File: src/rtl/uart_byte_rx.sv
// ---------------------------------------------------------------------------
// uart_byte_rx
//
// Receives 8-bit UART characters (LSB first, optional parity, one stop bit)
// from an asynchronous serial line. Each good byte is presented on rx_data
// together with a single-cycle rx_data_valid strobe. Corrupted characters
// produce a single-cycle error strobe instead and leave rx_data untouched.
//
// Parameters
//   CLKS_PER_BIT  clk cycles per bit period (>= 4)
//   PARITY        0 = none, 1 = odd, 2 = even
//
// Ports
//   clk            in   rising-edge system clock
//   rst_n          in   synchronous active-low reset
//   rx             in   asynchronous serial line, idle high
//   rx_data        out  last correctly received byte (held)
//   rx_data_valid  out  1-cycle strobe: rx_data is new this cycle
//   rx_frame_err   out  1-cycle strobe: stop bit sampled low
//   rx_parity_err  out  1-cycle strobe: parity mismatch, stop bit good
//   rx_busy        out  high whenever the receiver is not idle
// ---------------------------------------------------------------------------
module uart_byte_rx #(
    parameter int CLKS_PER_BIT = 16,
    parameter int PARITY       = 0
) (
    input  logic       clk,
    input  logic       rst_n,
    input  logic       rx,
    output logic [7:0] rx_data,
    output logic       rx_data_valid,
    output logic       rx_frame_err,
    output logic       rx_parity_err,
    output logic       rx_busy
);

    localparam int CNT_W = $clog2(CLKS_PER_BIT);

    // Last count of a full bit period and of the half period used to
    // re-check the start bit at its centre.
    localparam logic [CNT_W-1:0] CNT_LAST = CNT_W'(CLKS_PER_BIT - 1);
    localparam logic [CNT_W-1:0] CNT_HALF = CNT_W'(CLKS_PER_BIT / 2 - 1);

    localparam logic PAR_ODD = (PARITY == 1);
    localparam logic PAR_EN  = (PARITY != 0);

    typedef enum logic [2:0] {
        S_IDLE,
        S_START,
        S_DATA,
        S_PAR,
        S_STOP,
        S_RECOVER
    } state_t;

    // Two-flop synchronizer; both stages come out of reset as "line idle".
    logic             rx_meta_q;
    logic             rx_s_q;

    state_t           state_q,   state_d;
    logic [CNT_W-1:0] cnt_q,     cnt_d;
    logic [2:0]       bit_idx_q, bit_idx_d;
    logic [7:0]       shift_q,   shift_d;
    logic             par_err_q, par_err_d;
    logic [7:0]       data_q,    data_d;
    logic             valid_q,   valid_d;
    logic             ferr_q,    ferr_d;
    logic             perr_q,    perr_d;

    logic             bit_end;

    assign bit_end = (cnt_q == CNT_LAST);

    // -----------------------------------------------------------------------
    // State and datapath registers
    // -----------------------------------------------------------------------
    always_ff @(posedge clk) begin
        if (!rst_n) begin
            rx_meta_q <= 1'b1;
            rx_s_q    <= 1'b1;
            state_q   <= S_IDLE;
            cnt_q     <= '0;
            bit_idx_q <= '0;
            shift_q   <= '0;
            par_err_q <= 1'b0;
            data_q    <= '0;
            valid_q   <= 1'b0;
            ferr_q    <= 1'b0;
            perr_q    <= 1'b0;
        end else begin
            rx_meta_q <= rx;
            rx_s_q    <= rx_meta_q;
            state_q   <= state_d;
            cnt_q     <= cnt_d;
            bit_idx_q <= bit_idx_d;
            shift_q   <= shift_d;
            par_err_q <= par_err_d;
            data_q    <= data_d;
            valid_q   <= valid_d;
            ferr_q    <= ferr_d;
            perr_q    <= perr_d;
        end
    end

    // -----------------------------------------------------------------------
    // Next-state logic
    // -----------------------------------------------------------------------
    always_comb begin
        state_d   = state_q;
        cnt_d     = cnt_q;
        bit_idx_d = bit_idx_q;
        shift_d   = shift_q;
        par_err_d = par_err_q;
        data_d    = data_q;
        valid_d   = 1'b0;
        ferr_d    = 1'b0;
        perr_d    = 1'b0;

        case (state_q)
            S_IDLE: begin
                cnt_d = '0;
                if (!rx_s_q) begin
                    state_d   = S_START;
                    par_err_d = 1'b0;
                end
            end

            S_START: begin
                cnt_d = cnt_q + 1'b1;
                if (cnt_q == CNT_HALF) begin
                    cnt_d = '0;
                    if (!rx_s_q) begin
                        // Start bit still low at its centre: from here on
                        // every sample lands mid-bit.
                        state_d   = S_DATA;
                        bit_idx_d = '0;
                    end else begin
                        // Too short to be a start bit; drop it silently.
                        state_d = S_IDLE;
                    end
                end
            end

            S_DATA: begin
                cnt_d = cnt_q + 1'b1;
                if (bit_end) begin
                    cnt_d     = '0;
                    // LSB arrives first, so shift in from the top.
                    shift_d   = {rx_s_q, shift_q[7:1]};
                    bit_idx_d = bit_idx_q + 3'd1;
                    if (bit_idx_q == 3'd7) begin
                        state_d = PAR_EN ? S_PAR : S_STOP;
                    end
                end
            end

            S_PAR: begin
                cnt_d = cnt_q + 1'b1;
                if (bit_end) begin
                    cnt_d     = '0;
                    // XOR over data+parity must be 1 for odd, 0 for even;
                    // a mismatch is held until the stop bit decides.
                    par_err_d = (^shift_q) ^ rx_s_q ^ PAR_ODD;
                    state_d   = S_STOP;
                end
            end

            S_STOP: begin
                cnt_d = cnt_q + 1'b1;
                if (bit_end) begin
                    cnt_d = '0;
                    if (rx_s_q) begin
                        state_d = S_IDLE;
                        if (par_err_q) begin
                            perr_d = 1'b1;
                        end else begin
                            valid_d = 1'b1;
                            data_d  = shift_q;
                        end
                    end else begin
                        // A bad stop bit overrides any parity verdict.
                        ferr_d  = 1'b1;
                        state_d = S_RECOVER;
                    end
                end
            end

            S_RECOVER: begin
                // Wait out a break: a held-low line must not look like a
                // stream of new start bits.
                cnt_d = '0;
                if (rx_s_q) begin
                    state_d = S_IDLE;
                end
            end

            default: begin
                state_d = S_IDLE;
                cnt_d   = '0;
            end
        endcase
    end

    // -----------------------------------------------------------------------
    // Outputs
    // -----------------------------------------------------------------------
    always_comb begin
        rx_busy       = (state_q != S_IDLE);
        rx_data       = data_q;
        rx_data_valid = valid_q;
        rx_frame_err  = ferr_q;
        rx_parity_err = perr_q;
    end

endmodule
File: config.mk
export PLATFORM = sky130hd
export DESIGN_NAME = uart_byte_rx
export DESIGN_NICKNAME = d
export VERILOG_FILES = /design/src/rtl/uart_byte_rx.sv
export SDC_FILE = /design/constraint.sdc
export NUM_CORES = 1
export LEC_CHECK = 0
export CORE_MARGIN = 2
export CORE_UTILIZATION = 49
export CTS_BUF_LIST = sky130_fd_sc_hd__clkbuf_2 sky130_fd_sc_hd__clkbuf_4 sky130_fd_sc_hd__clkbuf_8
export DETAILED_ROUTE_END_ITERATION = 6
export PLACE_DENSITY = 0.69
export RECOVER_POWER = 50
export SLEW_MARGIN = 20
export SYNTH_ARGS = -nofsm -noshare
export SYNTH_HDL_FRONTEND = slang
export SYNTH_SLANG_ARGS = --single-unit
File: constraint.sdc
create_clock -name clk -period 2 [get_ports clk]
set_clock_uncertainty 0.2 [all_clocks]
set_input_delay 0.4 -clock clk [delete_from_list [all_inputs] [get_ports clk]]
set_output_delay 0.4 -clock clk [all_outputs]
set_load 0.05 [all_outputs]
==> summary.txt, run 1 <==
Tot GR Track Use: 18.0%
I/O pin cnt: 15
GR Overflow Total: 0
Antenna violations before repair: 0
Vias in the first global route: 1,042
Crit path launch type: flop
Area grow syn2layout: 13.9%
Most frequent cell after synthesis: dfxtp_1
First-pass GRT wire length: 4500 um
Clock buffer depth: 2
DRC errors left: 0
Seq/Total Area, Yosys: 46.2%
Most common library cells after synthesis: dfxtp_1, nor2_1, nand2_1
ANT cells: 0
Hold WC Path Type: flop to flop
Pwr/cell area: 684 nW/um^2
Htree depth: 2
Die area: 3270 um^2
Cells after DPL: 198
Leakage: 0.621 nW
Cell Count, Final, Fillers Out: 206
Final Hold Fails: 0
Core box area: 2710 um^2
Relative slew slack: 59.8%
Crit path max fanout: 10
CP endpoint kind: output pin
Max Clk Rate: 509 MHz
DR iter-0 viols: 41
Share of the synthesized area in the top cell type: 46.2%
Clock latency on the worst-skew pair: 320 ps
Vias: 1,125
Post-synth EDFFs: 0
Ys async rst share: 0%
Worst setup path class: flop to output pin
Maxcap violations: 0
Via density: 5.46
WL per Instance: 12.7 um
Num rows: 19
Tmin final: 1970 ps
Final WL: 2610 um
Initial Util: 51.2%
Post-synth top area cell: dfxtp_1
Total design power: 1.08 mW
Mapped Avg Cell Area: 8.89 um^2
Die H: 57.2 um
Synth top area cells: dfxtp_1, mux2i_1, nor2_1
Reg clk slew, reported paths: 90 ps
Clock root buffer: clkbuf_4
Yosys warning count: 0
Clk sinks: 32
Worst path arrival time: 1370 ps
Area of the mapped netlist: 1390 um^2
Least-Margin Pin Slew: 606 ps
Flops & latches, synth: 32
Max-slew violations: 0
CTS tree: yes
Largest net degree at the start of global routing: 27
Die Wd: 57.2 um
FILL cells: 279
Dpl hpwl: 1840 um
Syn Inst Count: 156
Netlist cell types: 36
Critical Path RT: 1400 ps
Final setup vio count: 0
Antenna viol nets, final: 0
Run status: completed
Input/output buffers: 14
Fraction of layout cells with a size suffix above 1: 10.9%
Primary FF master, synth: dfxtp_1
Final Cycle Share: 98.3%
Nets: 180
RSZ-0062 raised after global routing: true
Num CTS Buffers: 5
Max VDD drop: 492 uV
Synth Net Count: 162
First drt pass iteration count: 4
Sequential Area: 642 um^2
Placer Congestion: 0.792
Multi-input logic area: 683 um^2
critical path: stages (launching register included):
cell and delay [ps]:
dfxtp_2 340, buf_4 160, or3_4 390, buf_6 160
worst paths after layout:
kind	cells past startpoint	to	start	slack, ps
max	3	rx_busy	state_q[1]	30
max reg2reg	5	shift_q[0]	cnt_q[0]	170
min reg2reg	1	rx_s_q	rx_meta_q	210
min	1	rx_s_q	rx_meta_q	210
through the flow:
step / TNS [ps] / hold slack (ps) / utilization, % / setup slack (ps) / instance area (um^2)
CTS: 0 / 213 / 59.8 / 4.25 / 1620
detailed placement: 0 / 191 / 57.1 / 175 / 1550
finish: 0 / 212 / 58.3 / 33.7 / 1580
floorplan: 0 / 186 / - / 256 / 1390
global placement: 0 / 197 / 57.1 / 229 / 1550
global route: -33.5 / 249 / 58.3 / -33.5 / 1580
layout make-up:
type | instances | area share (%)
multi-input cells | 110 | 43.3
flip-flops and latches | 32 | 40.6
repair buffers | 21 | 8.48
clock buffers | 8 | 4.20
well taps | 31 | 2.46
inverters | 4 | 0.951
cells in the final DEF (no fill, tap or decap), types with 2 or more instances in the layout:
master / Yosys / final
mux2i_1: 9 / 9
nand3_1: 4 / 4
a21oi_1: 10 / 10
buf_4: 1 / 5
nand2b_1: 6 / 6
dfxtp_1: 32 / 31
xnor2_1: 5 / 5
clkbuf_4: 0 / 7
nor3_1: 6 / 6
o21ai_0: 3 / 3
a31oi_1: 2 / 2
ha_1: 3 / 3
inv_1: 3 / 3
nor2_1: 21 / 21
a22oi_1: 2 / 2
clkbuf_1: 4 / 12
o22ai_1: 2 / 2
nand2_1: 18 / 18
xor2_1: 3 / 3
state kept, by name, indices dropped and copies added, names as in the netlist:
name	flops
rx_frame_err	1
rx_meta_q	1
rx_parity_err	1
shift_q	8
state_q	3
rx_data_valid	1
rx_s_q	1
bit_idx_q	3
rx_data	8
par_err_q	1
cnt_q	4
logic make-up (layout without fill, tap and decap cells):
family | after synthesis | after routing | share of synthesized area (%)
muxes | 9 | 9 | 6.50
xor gates and xnor gates | 9 | 9 | 6.68
DFF | 32 | 32 | 46.2
AOI/OAI and AO/OA | 23 | 23 | 10.1
and+or+nand+nor | 66 | 66 | 22.8
adders and majority gates | 3 | 3 | 2.71
buffers and inverters | 14 | 33 | 4.96
power breakdown:
part           switching, mW  leakage (nW)  internal [mW]  total, mW
combinational         0.0209         0.323         0.0184     0.0393
sequential           0.00290         0.259          0.639      0.642
clock                  0.198        0.0394          0.200      0.398
per-layer routing:
layer | GRT usage (%) | up-vias | wire length [um]
met3 | 4.76 | 5 | 75
met1 | 21.7 | 533 | 1220
met2 | 29.6 | 15 | 1290
li1 | - | 572 | -
met5 | 0 | - | 0
met4 | 8.97 | 0 | 36
what timing repair did:
item                                    4_1_cts  5_1_grt
hold buffers                                  0        0
buffers inserted                              0        0
resized for setup                             2        2
endpoints found under the setup margin        1        2
Note: power is estimated with default switching activity, not from simulation.
==> inputs of run 2 (changes only) <==
GPL_TIMING_DRIVEN = 0   (was default)
==> summary.txt, run 2 (same netlist as run 1, synthesis figures left out) <==
Worst setup path class: flop to output pin (unchanged)
Max VDD drop: 534 uV (was 492 uV)
Hold Path Stages: 1 (unchanged)
Input/output buffers: 14 (unchanged)
CTS tree: yes (unchanged)
First drt pass iteration count: 4 (unchanged)
Relative slew slack: 67.8% (was 59.8%)
Core box area: 2710 um^2 (unchanged)
Final Cycle Share: 97.9% (was 98.3%)
Pwr/cell area: 633 nW/um^2 (was 684 nW/um^2)
ANT cells: 0 (unchanged)
Num rows: 19 (unchanged)
Final WL: 2560 um (was 2610 um)
FILL cells: 265 (was 279)
Leakage: 0.691 nW (was 0.621 nW)
Antenna violations before repair: 0 (unchanged)
Vias in the first global route: 1,058 (was 1,042)
Reg2reg path depth: 7 (was 5)
Grt met1 use: 22.6% (was 21.7%)
Tmin final: 1960 ps (was 1970 ps)
Final WS setup: 42.8 ps (was 33.7 ps)
Num CTS Buffers: 5 (unchanged)
DRC errors left: 0 (unchanged)
Clock root buffer: clkbuf_4 (unchanged)
CP endpoint kind: output pin (unchanged)
Least-Margin Pin Slew: 485 ps (was 606 ps)
Dpl hpwl: 1870 um (was 1840 um)
Crit path max fanout: 10 (unchanged)
Die H: 57.2 um (unchanged)
Max-slew violations: 0 (unchanged)
Reg clk slew, reported paths: 100 ps (was 90 ps)
Die Wd: 57.2 um (unchanged)
Worst path arrival time: 1360 ps (was 1370 ps)
Worst slack at placement: -270 ps (was 175 ps)
Crit path launch type: flop (unchanged)
Fraction of layout cells with a size suffix above 1: 11.9% (was 10.9%)
RSZ-0062 raised after global routing: false (was true)
Final Hold Fails: 0 (unchanged)
Placer Congestion: 0.878 (was 0.792)
I/O pin cnt: 15 (unchanged)
Busiest layer in global routing: met2 (unchanged)
Critical Path RT: 1400 ps (about the same)
Post-Place Cell Area: 1570 um^2 (was 1550 um^2)
Hold WC Path Type: flop to flop (unchanged)
Setup tns final: 0 ps (unchanged)
Vias: 1,091 (was 1,125)
Die area: 3270 um^2 (unchanged)
Antenna viol nets, final: 0 (unchanged)
Most frequent cells in the layout: dfxtp_1, nor2_1, nand2_1 (unchanged)
GR Overflow Total: 0 (unchanged)
Max Clk Rate: 511 MHz (was 509 MHz)
WL per Instance: 12.4 um (was 12.7 um)
GR Layer Usage met2: 30.2% (was 29.6%)
First-pass GRT wire length: 4680 um (was 4500 um)
Hold_buf cts: 0 (unchanged)
Final setup vio count: 0 (unchanged)
Nets: 182 (was 180)
Initial Util: 51.2% (unchanged)
Routing usage on met3: 7.48% (was 4.76%)
DR iter-0 viols: 27 (was 41)
Maxcap violations: 0 (unchanged)
Area grow syn2layout: 17.2% (was 13.9%)
Clock buffer depth: 2 (unchanged)
Run status: completed (unchanged)
Tot GR Track Use: 19.0% (was 18.0%)
Htree depth: 2 (unchanged)
Clock latency on the worst-skew pair: 340 ps (was 320 ps)
Via density: 5.27 (was 5.46)
Design area: 1630 um^2 (was 1580 um^2)
Largest net degree at the start of global routing: 14 (was 27)
Clk sinks: 32 (unchanged)
Commonest non-fill, non-tap cell in the layout: dfxtp_1 (unchanged)
## run 2: area by class of cell
class | instances | area [um^2] | area share (%)
clock buffer | 6 | 45.0 | 2.77
multi-input combinational | 110 | 689 | 42.4
tap | 31 | 38.8 | 2.39
clock inverter | 1 | 5.00 | 0.308
timing repair buffer | 15 | 135 | 8.31
buffer | 8 | 53.8 | 3.31
sequential | 32 | 643 | 39.6
inverter | 4 | 15.0 | 0.924
## run 2: worst max-delay path: stages (launching register included)
cell     delay [ps]
dfxtp_2         330
buf_4           150
or3_4           370
buf_6           160
## run 2: repair_timing
| item | CTS | global route |
|---|---|---|
| setup endpoints to repair | 12 | 17 |
| setup buffers | 0 | 1 |
| gates resized for setup | 20 | 7 |
## run 2: final timing paths
check                           startpoint  slack, ps         end
worst max-delay path            state_q[0]         40     rx_busy
worst max register to register    cnt_q[0]        140  rx_data[2]
worst min-delay path             rx_meta_q        220      rx_s_q
worst min register to register   rx_meta_q        220      rx_s_q
## run 2: report_power, final
part / total (mW) / switching (mW) / internal [mW] / leakage (nW)
Clock: 0.350 / 0.208 / 0.143 / 0.0315
Sequential: 0.641 / 0.00120 / 0.639 / 0.259
Combinational: 0.0383 / 0.0221 / 0.0162 / 0.400
Total: 1.03 / 0.231 / 0.798 / 0.691
## run 2: stage by stage
step,power [mW],hold WS [ps],instances,util (%)
after global placement,0.692,195,201,57.8
after CTS,1.04,224,207,59.3
after global routing,1.08,269,207,60.0
after detailed placement,0.692,193,201,57.8
after floorplan,0.680,186,156,-
final,1.03,224,207,60.0
## run 2: layer usage
metal,routed length (um),vias to the layer above
li1,-,572
met1,1200,497
met2,1190,16
met3,116,6
met4,57,0
met5,0,-
